[config.mk]
export PLATFORM = sky130hd
export DESIGN_NAME = idu_alu_dec_stage_flat
export DESIGN_NICKNAME = d
export VERILOG_FILES = /design/src/rtl/idu_pkg.sv /design/src/rtl/idu_alu_dec_stage_if.sv /design/src/rtl/idu_alu_dec_table.sv /design/src/rtl/idu_alu_dec_stage.sv /design/src/flat_wrapper.sv
export SDC_FILE = /design/constraint.sdc
export NUM_CORES = 1
export LEC_CHECK = 0
export BUFFER_PORTS_ARGS = -buffer_cell sky130_fd_sc_hd__buf_2
export CAP_MARGIN = 10
export CORE_MARGIN = 2
export CORE_UTILIZATION = 51
export DETAILED_ROUTE_END_ITERATION = 8
export GPL_TIMING_DRIVEN = 1
export PLACE_DENSITY = 0.85
export SLEW_MARGIN = 10
export SYNTH_ARGS = -nofsm -noshare
export SYNTH_HDL_FRONTEND = slang
export SYNTH_SLANG_ARGS = --single-unit
export TNS_END_PERCENT = 10
[constraint.sdc]
create_clock -name clk -period 2.55 [get_ports clk]
set_input_delay 0.6375 -clock clk [delete_from_list [all_inputs] [get_ports clk]]
set_output_delay 0.6375 -clock clk [all_outputs]
set_load 0.02 [all_outputs]
[src/rtl/idu_pkg.sv]
// Shared decode constants for the IDU ALU/branch decode stage: opcodes, funct7 values
// and the ALU/branch operation codes seen by the EXU.
package idu_pkg;

  localparam logic [6:0] OPC_R      = 7'b0110011;
  localparam logic [6:0] OPC_IMM    = 7'b0010011;
  localparam logic [6:0] OPC_BRANCH = 7'b1100011;

  localparam logic [6:0] F7_BASE = 7'h00;
  localparam logic [6:0] F7_ALT  = 7'h20;

  localparam logic [3:0] ALU_ADD  = 4'd0;
  localparam logic [3:0] ALU_SUB  = 4'd1;
  localparam logic [3:0] ALU_XOR  = 4'd2;
  localparam logic [3:0] ALU_OR   = 4'd3;
  localparam logic [3:0] ALU_AND  = 4'd4;
  localparam logic [3:0] ALU_SLL  = 4'd5;
  localparam logic [3:0] ALU_SRL  = 4'd6;
  localparam logic [3:0] ALU_SRA  = 4'd7;
  localparam logic [3:0] ALU_SLT  = 4'd8;
  localparam logic [3:0] ALU_SLTU = 4'd9;
  localparam logic [3:0] ALU_BEQ  = 4'd10;
  localparam logic [3:0] ALU_BNE  = 4'd11;
  localparam logic [3:0] ALU_BLT  = 4'd12;
  localparam logic [3:0] ALU_BGE  = 4'd13;
  localparam logic [3:0] ALU_BLTU = 4'd14;
  localparam logic [3:0] ALU_BGEU = 4'd15;

endpackage

[src/rtl/idu_alu_dec_stage_if.sv]
// Fetch-side valid/ready instruction channel and EXU-side decoded bundle channel.
interface idu_alu_dec_stage_if #(
  parameter int XLEN      = 32,
  parameter int OUT_WIDTH = 4
);
  logic                 in_valid;
  logic                 in_ready;
  logic [31:0]          in_inst;
  logic                 out_valid;
  logic                 out_ready;
  logic [OUT_WIDTH-1:0] out_alu_code;
  logic                 out_use_imm;
  logic                 out_is_branch;
  logic                 out_illegal;
  logic [4:0]           out_rd;
  logic [4:0]           out_rs1;
  logic [4:0]           out_rs2;
  logic [XLEN-1:0]      out_imm;

  modport master (
    output in_valid, in_inst, out_ready,
    input  in_ready, out_valid, out_alu_code, out_use_imm, out_is_branch,
           out_illegal, out_rd, out_rs1, out_rs2, out_imm
  );

  modport slave (
    input  in_valid, in_inst, out_ready,
    output in_ready, out_valid, out_alu_code, out_use_imm, out_is_branch,
           out_illegal, out_rd, out_rs1, out_rs2, out_imm
  );
endinterface

[src/rtl/idu_alu_dec_table.sv]
// Pure combinational RV32 R / OP-IMM / BRANCH decode into ALU code, operand flags,
// register indices and XLEN sign-extended immediate.
module idu_alu_dec_table
  import idu_pkg::*;
#(
  parameter int XLEN          = 32,
  parameter int OUT_WIDTH     = 4,
  parameter bit ENABLE_IMM    = 1'b1,
  parameter bit ENABLE_BRANCH = 1'b1
) (
  input  logic [31:0]          inst,
  output logic [OUT_WIDTH-1:0] alu_code,
  output logic                 use_imm,
  output logic                 is_branch,
  output logic                 illegal,
  output logic [4:0]           rd,
  output logic [4:0]           rs1,
  output logic [4:0]           rs2,
  output logic [XLEN-1:0]      imm
);
  logic [6:0]      opc;
  logic [6:0]      f7;
  logic [2:0]      f3;
  logic [3:0]      code;
  logic            use_imm_d;
  logic            is_branch_d;
  logic            ill;
  logic [XLEN-1:0] imm_d;
  logic [XLEN-1:0] imm_i;
  logic [XLEN-1:0] imm_b;
  logic [XLEN-1:0] imm_sh;

  assign opc = inst[6:0];
  assign f3  = inst[14:12];
  assign f7  = inst[31:25];
  assign rd  = inst[11:7];
  assign rs1 = inst[19:15];
  assign rs2 = inst[24:20];

  assign imm_i  = {{(XLEN-12){inst[31]}}, inst[31:20]};
  assign imm_b  = {{(XLEN-12){inst[31]}}, inst[7], inst[30:25], inst[11:8], 1'b0};
  // Shift-immediates carry funct7 in the upper I-field; the EXU only wants the shamt.
  assign imm_sh = XLEN'(inst[24:20]);

  always_comb begin
    code        = ALU_ADD;
    use_imm_d   = 1'b0;
    is_branch_d = 1'b0;
    ill         = 1'b0;
    imm_d       = '0;
    case (opc)
      OPC_R: begin
        if (f7 == F7_BASE) begin
          case (f3)
            3'd0:    code = ALU_ADD;
            3'd1:    code = ALU_SLL;
            3'd2:    code = ALU_SLT;
            3'd3:    code = ALU_SLTU;
            3'd4:    code = ALU_XOR;
            3'd5:    code = ALU_SRL;
            3'd6:    code = ALU_OR;
            default: code = ALU_AND;
          endcase
        end else if (f7 == F7_ALT && f3 == 3'd0) begin
          code = ALU_SUB;
        end else if (f7 == F7_ALT && f3 == 3'd5) begin
          code = ALU_SRA;
        end else begin
          ill = 1'b1;
        end
      end
      OPC_IMM: begin
        use_imm_d = 1'b1;
        imm_d     = imm_i;
        case (f3)
          3'd0: code = ALU_ADD;
          3'd2: code = ALU_SLT;
          3'd3: code = ALU_SLTU;
          3'd4: code = ALU_XOR;
          3'd6: code = ALU_OR;
          3'd7: code = ALU_AND;
          3'd1: begin
            code  = ALU_SLL;
            imm_d = imm_sh;
            ill   = (f7 != F7_BASE);
          end
          default: begin
            code  = (f7 == F7_ALT) ? ALU_SRA : ALU_SRL;
            imm_d = imm_sh;
            ill   = (f7 != F7_BASE) && (f7 != F7_ALT);
          end
        endcase
        if (!ENABLE_IMM) ill = 1'b1;
      end
      OPC_BRANCH: begin
        is_branch_d = 1'b1;
        imm_d       = imm_b;
        case (f3)
          3'd0:    code = ALU_BEQ;
          3'd1:    code = ALU_BNE;
          3'd4:    code = ALU_BLT;
          3'd5:    code = ALU_BGE;
          3'd6:    code = ALU_BLTU;
          3'd7:    code = ALU_BGEU;
          default: ill  = 1'b1;
        endcase
        if (!ENABLE_BRANCH) ill = 1'b1;
      end
      default: ill = 1'b1;
    endcase
    if (ill) begin
      code        = ALU_ADD;
      use_imm_d   = 1'b0;
      is_branch_d = 1'b0;
      imm_d       = '0;
    end
  end

  assign alu_code  = OUT_WIDTH'(code);
  assign use_imm   = use_imm_d;
  assign is_branch = is_branch_d;
  assign illegal   = ill;
  assign imm       = imm_d;
endmodule

[src/rtl/idu_alu_dec_stage.sv]
// Registered ALU/branch decode stage between IFU and EXU: one-cycle valid/ready
// pipeline slot with flush and a saturating count of accepted illegal instructions.
module idu_alu_dec_stage
  import idu_pkg::*;
#(
  parameter int NR_KEY        = 16,
  parameter int XLEN          = 32,
  parameter bit ENABLE_IMM    = 1'b1,
  parameter bit ENABLE_BRANCH = 1'b1,
  parameter int ILL_CNT_W     = 8
) (
  input  logic                 clk,
  input  logic                 rst,
  input  logic                 flush,
  idu_alu_dec_stage_if.slave   bus,
  output logic [ILL_CNT_W-1:0] ill_count
);
  localparam int OUT_WIDTH = $clog2(NR_KEY);
  localparam logic [ILL_CNT_W-1:0] CNT_MAX = '1;

  logic [OUT_WIDTH-1:0] dec_alu_code;
  logic                 dec_use_imm;
  logic                 dec_is_branch;
  logic                 dec_illegal;
  logic [4:0]           dec_rd;
  logic [4:0]           dec_rs1;
  logic [4:0]           dec_rs2;
  logic [XLEN-1:0]      dec_imm;
  logic                 accept;

  idu_alu_dec_table #(
    .XLEN          (XLEN),
    .OUT_WIDTH     (OUT_WIDTH),
    .ENABLE_IMM    (ENABLE_IMM),
    .ENABLE_BRANCH (ENABLE_BRANCH)
  ) u_table (
    .inst      (bus.in_inst),
    .alu_code  (dec_alu_code),
    .use_imm   (dec_use_imm),
    .is_branch (dec_is_branch),
    .illegal   (dec_illegal),
    .rd        (dec_rd),
    .rs1       (dec_rs1),
    .rs2       (dec_rs2),
    .imm       (dec_imm)
  );

  // Flush forces ready so fetch can be drained even when the EXU is stalled.
  assign bus.in_ready = !bus.out_valid || bus.out_ready || flush;
  assign accept       = bus.in_valid && bus.in_ready && !flush;

  // Decode -> output register stage boundary
  always_ff @(posedge clk or posedge rst) begin
    if (rst) begin
      bus.out_valid     <= 1'b0;
      bus.out_alu_code  <= '0;
      bus.out_use_imm   <= 1'b0;
      bus.out_is_branch <= 1'b0;
      bus.out_illegal   <= 1'b0;
      bus.out_rd        <= '0;
      bus.out_rs1       <= '0;
      bus.out_rs2       <= '0;
      bus.out_imm       <= '0;
      ill_count         <= '0;
    end else begin
      if (accept) begin
        bus.out_valid     <= 1'b1;
        bus.out_alu_code  <= dec_alu_code;
        bus.out_use_imm   <= dec_use_imm;
        bus.out_is_branch <= dec_is_branch;
        bus.out_illegal   <= dec_illegal;
        bus.out_rd        <= dec_rd;
        bus.out_rs1       <= dec_rs1;
        bus.out_rs2       <= dec_rs2;
        bus.out_imm       <= dec_imm;
      end else if (flush || bus.out_ready) begin
        bus.out_valid <= 1'b0;
      end
      if (accept && dec_illegal && ill_count != CNT_MAX) begin
        ill_count <= ill_count + 1'b1;
      end
    end
  end
endmodule

[src/flat_wrapper.sv]
// flat-port wrapper written by rule: the top's interface ports become plain ports
module idu_alu_dec_stage_flat import idu_pkg::*;
#(
  parameter int NR_KEY        = 16,
  parameter int XLEN          = 32,
  parameter bit ENABLE_IMM    = 1'b1,
  parameter bit ENABLE_BRANCH = 1'b1,
  parameter int ILL_CNT_W     = 8
)
  (clk, rst, flush, ill_count, bus_in_valid, bus_in_inst, bus_out_ready, bus_in_ready, bus_out_valid, bus_out_alu_code, bus_out_use_imm, bus_out_is_branch, bus_out_illegal, bus_out_rd, bus_out_rs1, bus_out_rs2, bus_out_imm);
  idu_alu_dec_stage_if #(.XLEN(XLEN), .OUT_WIDTH(4)) bus_i ();
  input  logic clk;
  input  logic rst;
  input  logic flush;
  output logic [ILL_CNT_W-1:0] ill_count;
  input wire logic [$bits(bus_i.in_valid)-1:0] bus_in_valid;
  input wire logic [$bits(bus_i.in_inst)-1:0] bus_in_inst;
  input wire logic [$bits(bus_i.out_ready)-1:0] bus_out_ready;
  output wire logic [$bits(bus_i.in_ready)-1:0] bus_in_ready;
  output wire logic [$bits(bus_i.out_valid)-1:0] bus_out_valid;
  output wire logic [$bits(bus_i.out_alu_code)-1:0] bus_out_alu_code;
  output wire logic [$bits(bus_i.out_use_imm)-1:0] bus_out_use_imm;
  output wire logic [$bits(bus_i.out_is_branch)-1:0] bus_out_is_branch;
  output wire logic [$bits(bus_i.out_illegal)-1:0] bus_out_illegal;
  output wire logic [$bits(bus_i.out_rd)-1:0] bus_out_rd;
  output wire logic [$bits(bus_i.out_rs1)-1:0] bus_out_rs1;
  output wire logic [$bits(bus_i.out_rs2)-1:0] bus_out_rs2;
  output wire logic [$bits(bus_i.out_imm)-1:0] bus_out_imm;
  assign bus_i.in_valid = bus_in_valid;
  assign bus_i.in_inst = bus_in_inst;
  assign bus_i.out_ready = bus_out_ready;
  assign bus_in_ready = bus_i.in_ready;
  assign bus_out_valid = bus_i.out_valid;
  assign bus_out_alu_code = bus_i.out_alu_code;
  assign bus_out_use_imm = bus_i.out_use_imm;
  assign bus_out_is_branch = bus_i.out_is_branch;
  assign bus_out_illegal = bus_i.out_illegal;
  assign bus_out_rd = bus_i.out_rd;
  assign bus_out_rs1 = bus_i.out_rs1;
  assign bus_out_rs2 = bus_i.out_rs2;
  assign bus_out_imm = bus_i.out_imm;
  idu_alu_dec_stage #(.NR_KEY(NR_KEY), .XLEN(XLEN), .ENABLE_IMM(ENABLE_IMM), .ENABLE_BRANCH(ENABLE_BRANCH), .ILL_CNT_W(ILL_CNT_W)) u_core (.clk(clk), .rst(rst), .flush(flush), .bus(bus_i), .ill_count(ill_count));
endmodule
# --- Word-level counts from Yosys, hierarchy flattened ---
# Cells that the tools add are included.
totals:
  register_bits: 63
  latchBits: 0
  ramBits: 0
  romBits: 0
  inputBits: 37
  out_inout_bits: 64
  n_memories: 0
classes:
  add_sub_neg: 1
  multipliers: 0
  n_div: 0
  magnitude_cmp: 0
  eq_ne: 13
  shifts: 0
  mux: 24
  bitwise: 0
  reduce_logical: 18
ops:
  columns: ["operator", "count"]
  rows:
  - ["2-to-1 mux 32 bit", 2]
  - ["one-hot mux 32 bit (2 select lines)", 1]
  - ["one-hot mux 4 bit (7 select lines)", 2]
  - ["one-hot mux 4 bit (6 select lines)", 1]
  - ["== test 7 x 6 -> 1 bit (second input constant)", 2]
  - ["== test 3 bit (second input constant)", 4]
  - ["one-hot mux 4 bit (3 select lines)", 1]
  - ["OR reduction 6 bit", 2]
  - ["2-to-1 mux 1 bit", 11]
  - ["adder 8 x 1 -> 8 bit (second input constant)", 1]
  - ["2-to-1 mux 4 bit", 2]
  - ["!= test 8 bit (second input constant)", 1]
  - ["== test 7 x 5 -> 1 bit (second input constant)", 1]
  - ["== test 7 bit (second input constant)", 1]
  - ["logical AND 1 bit", 7]
  - ["logical NOT 7 bit", 1]
  - ["!= test 7 x 6 -> 1 bit (second input constant)", 1]
  - ["nonzero test 7 bit", 1]
  - ["== test 3 x 2 -> 1 bit (second input constant)", 2]
  - ["2-to-1 mux 3 bit", 2]
  - ["== test 3 x 1 -> 1 bit (second input constant)", 1]
  - ["logical NOT 3 bit", 1]
  - ["logical OR 1 bit", 3]
  - ["one-hot mux 1 bit (3 select lines)", 1]
  - ["other kinds (3)", 4]

# --- Logic depth before layout (Yosys ltp) ---
# Gate-level depths: netlist (run 1).
depth:
  depth_word: 8
  ltp_mapped: 8
  ltp_nobuf: 7

# --- Modules after synthesis ---
# A second synthesis (run 1) with hierarchy kept.
hier_totals:
  hier_cells: 268
  area_unflattened_um2: 3313.2
by_module_without_submodules:
  columns: ["mod", "n_inst", "cells_each", "area_per_inst_um2"]
  rows:
  - ["idu_alu_dec_stage", 1, 156, 2509.9]
  - ["idu_alu_dec_table", 1, 112, 803.3]

# --- Least setup slack after synthesis (run 1) ---
# No wires, ideal clock.
synth_timing:
  path_kind: "input to register"
  start: "input port bus_in_inst[5]"
  end: "register u_core.bus.out_imm[10] (netlist name)"
  setup_time_ps: 90
  arrival_ps: 2287
  required_ps: 2460
  path_slack_ps: 173
  cell_stages: 8
  path_buffers: 2
  cell_sequence: "buf_4 inv_2 or4_1 a31o_1 a21o_1 or2_1 buf_6 o31ai_4"
synth_via:
  elab_chain_cells: 3
  elab_cells_between_ends: 6
  cone_classes: "eq/ne (3); mux (3)"
synth_rtl:
  columns: ["element", "line_no", "rtl"]
  rows:
  - ["start, declared", "flat_wrapper.sv:17", "input wire logic [$bits(bus_i.in_inst)-1:0] bus_in_inst;"]
  - ["== test 7 bit, or another cell as far along", "idu_alu_dec_table.sv:51", "case (opc)"]
  - ["one-hot mux 1 bit (3 select lines) or one-hot mux 32 bit (2 select lines) (tied branches)", "idu_alu_dec_table.sv:51", null]
  - ["2-to-1 mux 32 bit (*)", "idu_alu_dec_table.sv:111", "if (ill) begin"]
  - ["end signal, assigned", "idu_alu_dec_stage.sv:75", "bus.out_imm <= dec_imm;"]
  - ["end, declared", "idu_alu_dec_stage_if.sv:29", "out_illegal, out_rd, out_rs1, out_rs2, out_imm"]
# Mark *: on every way between the ends. The rest lies on a longest branch, timed or not.
# A chain may end at the register's enable or synchronous reset.

# --- Final worst setup path (run 1) ---
# Same ends and word-level chain as after synthesis.

==> flow_summary.toml, run 1 <==
[final_layout]
multi_input_area_um2 = 968.4
stdcell_count = 400
drive_gt1_share_pct = 36.49
num-nets-final = 385
layout_commonest_cell = "buf_2"
diodes = 0
areaGrowthSynthToFinish_pct = 25.23
register_area_um2 = 1101
mostFrequentLayoutCells = "100 x buf_2, 78 x nand2_1, 44 x dfrtp_1, 13 x buf_4, 12 x nor2_1"
n_fill_cell = 363

[timing]
finalHoldViolCount = 0
max_freq_mhz = 481.7
fin_ws_ns = 0.4741
tightest_slew_ns = 0.5310
fin_skew_ns = 0.003965
finalCriticalPeriod_ns = 2.076
relSlewSlack_pct = 64.52
final-setup-viol-count = 0
layout_worst_path_cycle_share_pct = 81.41
rsz0062_at_grt = "false"
slew_violations = 0
setup_tns_ns = 0

[synth]
yosysSeqAreaShare_pct = 48.06
synth-xor-area-share_pct = 3.058
yosysTopAreaCellShare_pct = 48.06
synth_edf_count = 0
ys_ff_latch = 44
synth_compound_area_share_pct = 14.42
yosys-top-cells-area = "dfrtp_1 48%, nand2_1 13%, buf_4 6.6%"
async_flop_share_pct = 100.0
synth_top_flop_cell = "dfrtp_1"
yosys.area.top_type = "dfrtp_1"
synth_mux_area_share_pct = 0.4915
syn-num-nets = 298
synthCells = 260
avgSynthCellArea_um2 = 8.811
yosys.area_share.adder_pct = 0.5461
synthSimpleGateAreaFrac_pct = 23.76
synth_top_family_by_area = "simple AND/OR/NAND/NOR gates"
syn_area_um2 = 2291
netlist-cell-type-count = 43
yosysWarnings = 0

[setup_path]
cp.arrival_ns = 2.29
cp.required_ns = 2.76
critical_path_class = "in2reg"
cp_max_fo = 7
endpoint_kind = "flip-flop"
start_kind = "input pin"
reg2reg_slack_ns = 0.64

[grt]
grtUsageTotal_pct = 22.84
grt_antenna_before_repair = 0
grt_max_degree = 32
overflow = 0
grt_pass1_wl_mm = 9.052
first_global_vias = 1903

[die]
die_w_um = 71.02
initial_core_util_pct = 52.61
row_count = 24
coreArea_um2 = 4354
die_area_um2 = 5044
io_pins = 101
die_y_um = 71.02

[power_and_ir_drop]
p_per_area_nw_per_um2 = 643.0
p_sw_uw = 586.5
switching_share_pct = 31.79
p_int_uw = 1258
irDropWorstVdd_uv = 594.3
leakage_uw = 0.001535
seqPwrFrac_pct = 46.2
combPwrFrac_pct = 23.2
clkPwrFrac_pct = 30.6

[clock_network]
cts-root-buf = "clkbuf_8"
cts_resized = 0
postCtsHoldBufs = 0
cts_sinks = 44
cts_buffers = 5
clockBufferDepth = 2
clk-insertion-delay-late_ns = 0.30
cts_tree = "done"
clkTransAtPathRegs_ns = 0.08
cts_setup_buffers = 0
h-tree-depth = 2

[placed_design]
dp.cells = 392
dp_slack_ns = 0.1743
place_congestion = 0.8234
hpwl_mm = 4.135
port-buffer-count = 100

[route]
dr_total_vias = 2123
drc_errors = 0
wl_per_cell_um = 13.73
routed_wirelength_mm = 5.492
vias_per_cell = 5.308
ant_nets = 0
drt-pass1-iter-count = 4
drtIter0Drc = 135

[flow_run]
maxCapViolations = 0

[worst_hold_path]
hp-class = "in2async"

[run_status]
outcome = "finished clean"
-- final timing paths --
kind	cells past startpoint	to	from
setup / recovery	7	u_core.bus.out_imm[10]	bus_in_inst[5]
min in group clk	2	u_core.bus.out_rd[4]	u_core.bus.out_rd[4]
setup reg to reg	8	u_core.ill_count[5]	u_core.ill_count[0]
hold reg to reg	2	u_core.bus.out_rd[4]	u_core.bus.out_rd[4]
max in group asynchronous	3	u_core.bus.out_imm[9]	rst
hold / removal	2	u_core.bus.out_valid	rst
-- power groups by stage --
stage          sequential [uW]  combinational, uW  clock, uW
6_report                   852                429        564
4_1_cts                    852                433        575
5_1_grt                    867                476        606
3_5_place_dp               864                432          0
3_3_place_gp               862                424          0
2_1_floorplan              959                168          0
-- per-layer routing --
layer	track usage [%]	vias to the layer above	part of all wire [%]
met5	0	-	0
met1	31.84	974	44
met4	6.709	0	1.7
met2	35.41	107	46
li1	-	1031	-
met3	5.983	11	9.0
-- synth_stat cells (all sizes together) (3+ instances only) --
master	n
nor2b	7
nor3	5
a21oi	4
dfrtp	44
a31oi	3
inv	4
o32ai	3
nor2	12
a22oi	4
a32o	3
o21ai	12
xor2	6
clkbuf	12
nand3	8
buf	21
o31ai	6
nand2b	3
nand2	78
-- critical path: stages --
cell and delay [ns]:
buf_2 0.09, inv_2 0.05, or4_1 0.51, a31o_1 0.25, a21o_1 0.19, or2_1 0.34
o31ai_4 0.20
-- area by class of cell --
type,count,area share [%]
Sequential cell,44,38.38
Multi-Input combinational cell,179,33.75
Timing Repair Buffer,113,20.85
Clock buffer,6,2.878
Tap cell,52,2.268
Clock inverter,2,1.352
Inverter,4,0.5233
-- flip-flops by register name, summed over array words and instances (netlist names) --
register / count
u_core.bus.out_imm: 13
u_core.bus.out_rs1: 5
u_core.bus.out_use_imm: 1
u_core.bus.out_rd: 5
u_core.bus.out_is_branch: 1
u_core.bus.out_valid: 1
u_core.bus.out_illegal: 1
u_core.ill_count: 8
u_core.bus.out_rs2: 5
u_core.bus.out_alu_code: 4
-- through the flow --
| step | total power, uW | util, % | hold WS (ns) | cell area (um2) |
|---|---|---|---|---|
| after floorplan | 1127 | - | 0.5894 | 2291 |
| after global placement | 1286 | 63.10 | 0.4543 | 2748 |
| after detailed placement | 1296 | 63.10 | 0.4577 | 2748 |
| after CTS | 1860 | 65.89 | 0.2587 | 2869 |
| after global routing | 1949 | 65.89 | 0.2767 | 2869 |
| final | 1845 | 65.89 | 0.2548 | 2869 |
-- logic make-up (layout without fill, tap and decap cells) --
family | count (synthesis) | after routing
buffers and inverters | 37 | 125
adder cells (fa/ha/maj) | 1 | 1
XOR/XNOR | 8 | 8
AND/OR/NAND/NOR | 124 | 124
multiplexers | 1 | 1
flip-flops | 44 | 44
AO/OA/AOI/OAI | 45 | 45
Note: power is estimated with default switching activity, not from simulation.
==> inputs of run 2 (changes only) <==
- ABC_AREA: unset -> 1
- CORE_UTILIZATION: 51 -> 43
- PLACE_DENSITY: 0.85 -> 0.76
- clock period: 2.55 -> 1.7 ns (I/O delays scaled with it)
==> run 2 against run 1 <==
  * Cell area is 7.3% higher
  * Synthesized cell count increased by 22%
  * Critical path depth is the same
  * Die area is 23% higher
  * Largest power group unchanged
  * Register-to-register slack got worse by 0.42 ns
  * Worst hold slack got worse by 0.14 ns
  * Non-clock buffer count is 5 higher
  * Via count is 7.4% higher
  * Flip-flop and latch count unchanged
  * Sequential power rose by 47%
  * Setup slack got worse by 0.26 ns
  * Global-route usage decreased by 3.7 points
==> flow_summary.toml, run 2 <==
[clock_network]
h-tree-depth = 2
cts_tree = "done"
clk-insertion-delay-late_ns = 0.29
clockBufferDepth = 2
cts_buffers = 5
cts-root-buf = "clkbuf_8"
cts_sinks = 44
cts_setup_buffers = 0
clkTransAtPathRegs_ns = 0.08

[synth]
synth_top_flop_cell = "dfrtp_1"
yosysSeqAreaShare_pct = 45.74
avgSynthCellArea_um2 = 7.594
synth_edf_count = 0
syn_area_um2 = 2407
syn-num-nets = 355
netlist-cell-type-count = 28
yosys.area.top_type = "dfrtp_1"
yosys-top-cells-area = "dfrtp_1 46%, nand2_1 20%, buf_4 5.9%"
yosysWarnings = 0
async_flop_share_pct = 100.0
synthCells = 317
synth.most_common_cell = "nand2_1"
yosysTopAreaCellShare_pct = 45.74
ys_ff_latch = 44
synth_commonest_cells = "126 x nand2_1, 44 x dfrtp_1, 24 x nand3_1, 21 x o21ai_0"

[setup_path]
path_buf_inv = 1
path_cells = "ha_1, nand4_1, nor2_1, a21oi_2, buf_4, nand3_1, nand2_1"
endpoint_kind = "flip-flop"
critical_path_class = "reg2reg"
cpMaxStageDelayCell = "dfrtp_1"
cp_max_fo = 8
start_kind = "flip-flop"
crit_family = "flip-flops"
cpPeakStageDelay_ns = 0.42
cp.arrival_ns = 1.71
cp.required_ns = 1.93

[grt]
grt_max_degree = 27
grtUsageTotal_pct = 19.18
first_global_vias = 2111
grt_pass1_wl_mm = 9.390
grt_antenna_before_repair = 0
overflow = 0

[timing]
hold_slack_ns = 0.1191
finalCriticalPeriod_ns = 1.481
layout_worst_path_cycle_share_pct = 87.12
final-setup-viol-count = 0
slew_violations = 0
rsz0062_at_grt = "false"
tightest_slew_ns = 0.4092
max_freq_mhz = 675.2
relSlewSlack_pct = 72.68
finalHoldViolCount = 0
fin_skew_ns = 0.005886

[placed_design]
dpl-instance-area_um2 = 2975
port-buffer-count = 100
hpwl_mm = 4.400
place_congestion = 0.8601

[flow_run]
maxCapViolations = 0

[final_layout]
num-nets-final = 453
largest-register = "u_core.bus.out_imm"
drive_gt1_share_pct = 36.63
mostFrequentLayoutCells = "126 x nand2_1, 100 x buf_2, 43 x dfrtp_1, 24 x nand3_1, 21 x o21ai_0"
diodes = 0
areaGrowthSynthToFinish_pct = 27.86
stdcell_area_um2 = 3078
reg_top3 = "u_core.bus.out_imm x13, u_core.ill_count x8"
layout_commonest_cell = "nand2_1"
n_fill_cell = 546
largest_reg_flops = 13

[die]
die_y_um = 78.82
io_pins = 101
row_count = 27
initial_core_util_pct = 43.99
die_area_um2 = 6213
die_w_um = 78.82
coreArea_um2 = 5473

[route]
drtIter0Drc = 41
ant_nets = 0
routed_wirelength_mm = 5.655
wl_per_cell_um = 11.61
vias_per_cell = 4.684
drt-pass1-iter-count = 4
drc_errors = 0
dr_total_vias = 2281

[power_and_ir_drop]
p_per_area_nw_per_um2 = 822.8
irDropWorstVdd_uv = 404.7
leakage_uw = 0.001820

[worst_hold_path]
hp-class = "in2async"

[run_status]
outcome = "finished clean"
-- run 2: changes by cell type in the layout (fill, tap and decap cells not counted), moves of 7 or more --
cell	change
nor2b_1	-7
nand3_1	+16
inv_1	+16
nand2_1	+48
o21ai_0	+17
inv_2	+7
o21ai_1	-7
-- run 2: cells by family after synthesis --
logic type | after synthesis | share of synthesized area (%)
fa+ha+maj | 1 | 0.5197
flops | 44 | 45.74
xor+xnor | 6 | 2.183
compound gates | 29 | 6.393
simple gates | 181 | 33.00
buf+inv | 56 | 12.16
-- run 2: metal layers --
metal,global-route usage [%],vias to the layer above,part of all wire [%]
li1,-,1168,-
met1,23.53,1033,43
met2,34.27,72,50
met3,2.727,8,5.0
met4,7.069,0,1.8
met5,0,-,0
-- run 2: repair_timing --
action / CTS / global route
endpoints found under the setup margin: 0 / 21
resized for setup: 0 / 2
hold buffers: 0 / 0
-- run 2: stage by stage --
step	std cells	total power, uW	worst slack [ns]	utilization [%]	TNS [ns]
floorplan	317	1622	0.1306	-	0
global placement	480	1845	-0.02677	54.37	-0.2061
detailed placement	480	1867	-0.1075	54.37	-0.8518
CTS	487	2568	0.06653	56.13	0
global route	487	2685	0.02842	56.24	0
finish	487	2533	0.2190	56.24	0
-- run 2: power breakdown --
group | internal, uW | switching, uW
clock network | 362 | 330
registers | 1150 | 96.2
logic | 219 | 376
-- run 2: worst reg2reg max path, stage by stage (launching register included) --
cell and delay, ns:
dfrtp_1 0.42, ha_1 0.25, nand4_1 0.14, nor2_1 0.07
a21oi_2 0.19, buf_4 0.19, nand3_1 0.09, nand2_1 0.08
-- run 2: worst paths after layout --
path / from / endpoint / slack (ns) / cells after the start
max: u_core.ill_count[0] / u_core.ill_count[4] / 0.22 / 7
max reg2reg: u_core.ill_count[0] / u_core.ill_count[4] / 0.22 / 7
min reg2reg: u_core.bus.out_rs1[0] / u_core.bus.out_rs1[0] / 0.48 / 2
min: rst / u_core.bus.out_imm[6] / 0.12 / 2
max in group asynchronous: rst / u_core.bus.out_imm[10] / 1.11 / 3
min in group clk: bus_in_inst[18] / u_core.bus.out_rs1[3] / 0.32 / 3
-- run 2: area by class of cell --
cell class	count	area [um2]	share of cell area (%)
flip-flops and latches	44	1102	35.81
clock buffers	7	96.34	3.130
repair buffers	118	660.6	21.46
inverters	29	110.1	3.577
multi-input cells	217	1018	33.09
well taps	72	90.09	2.927
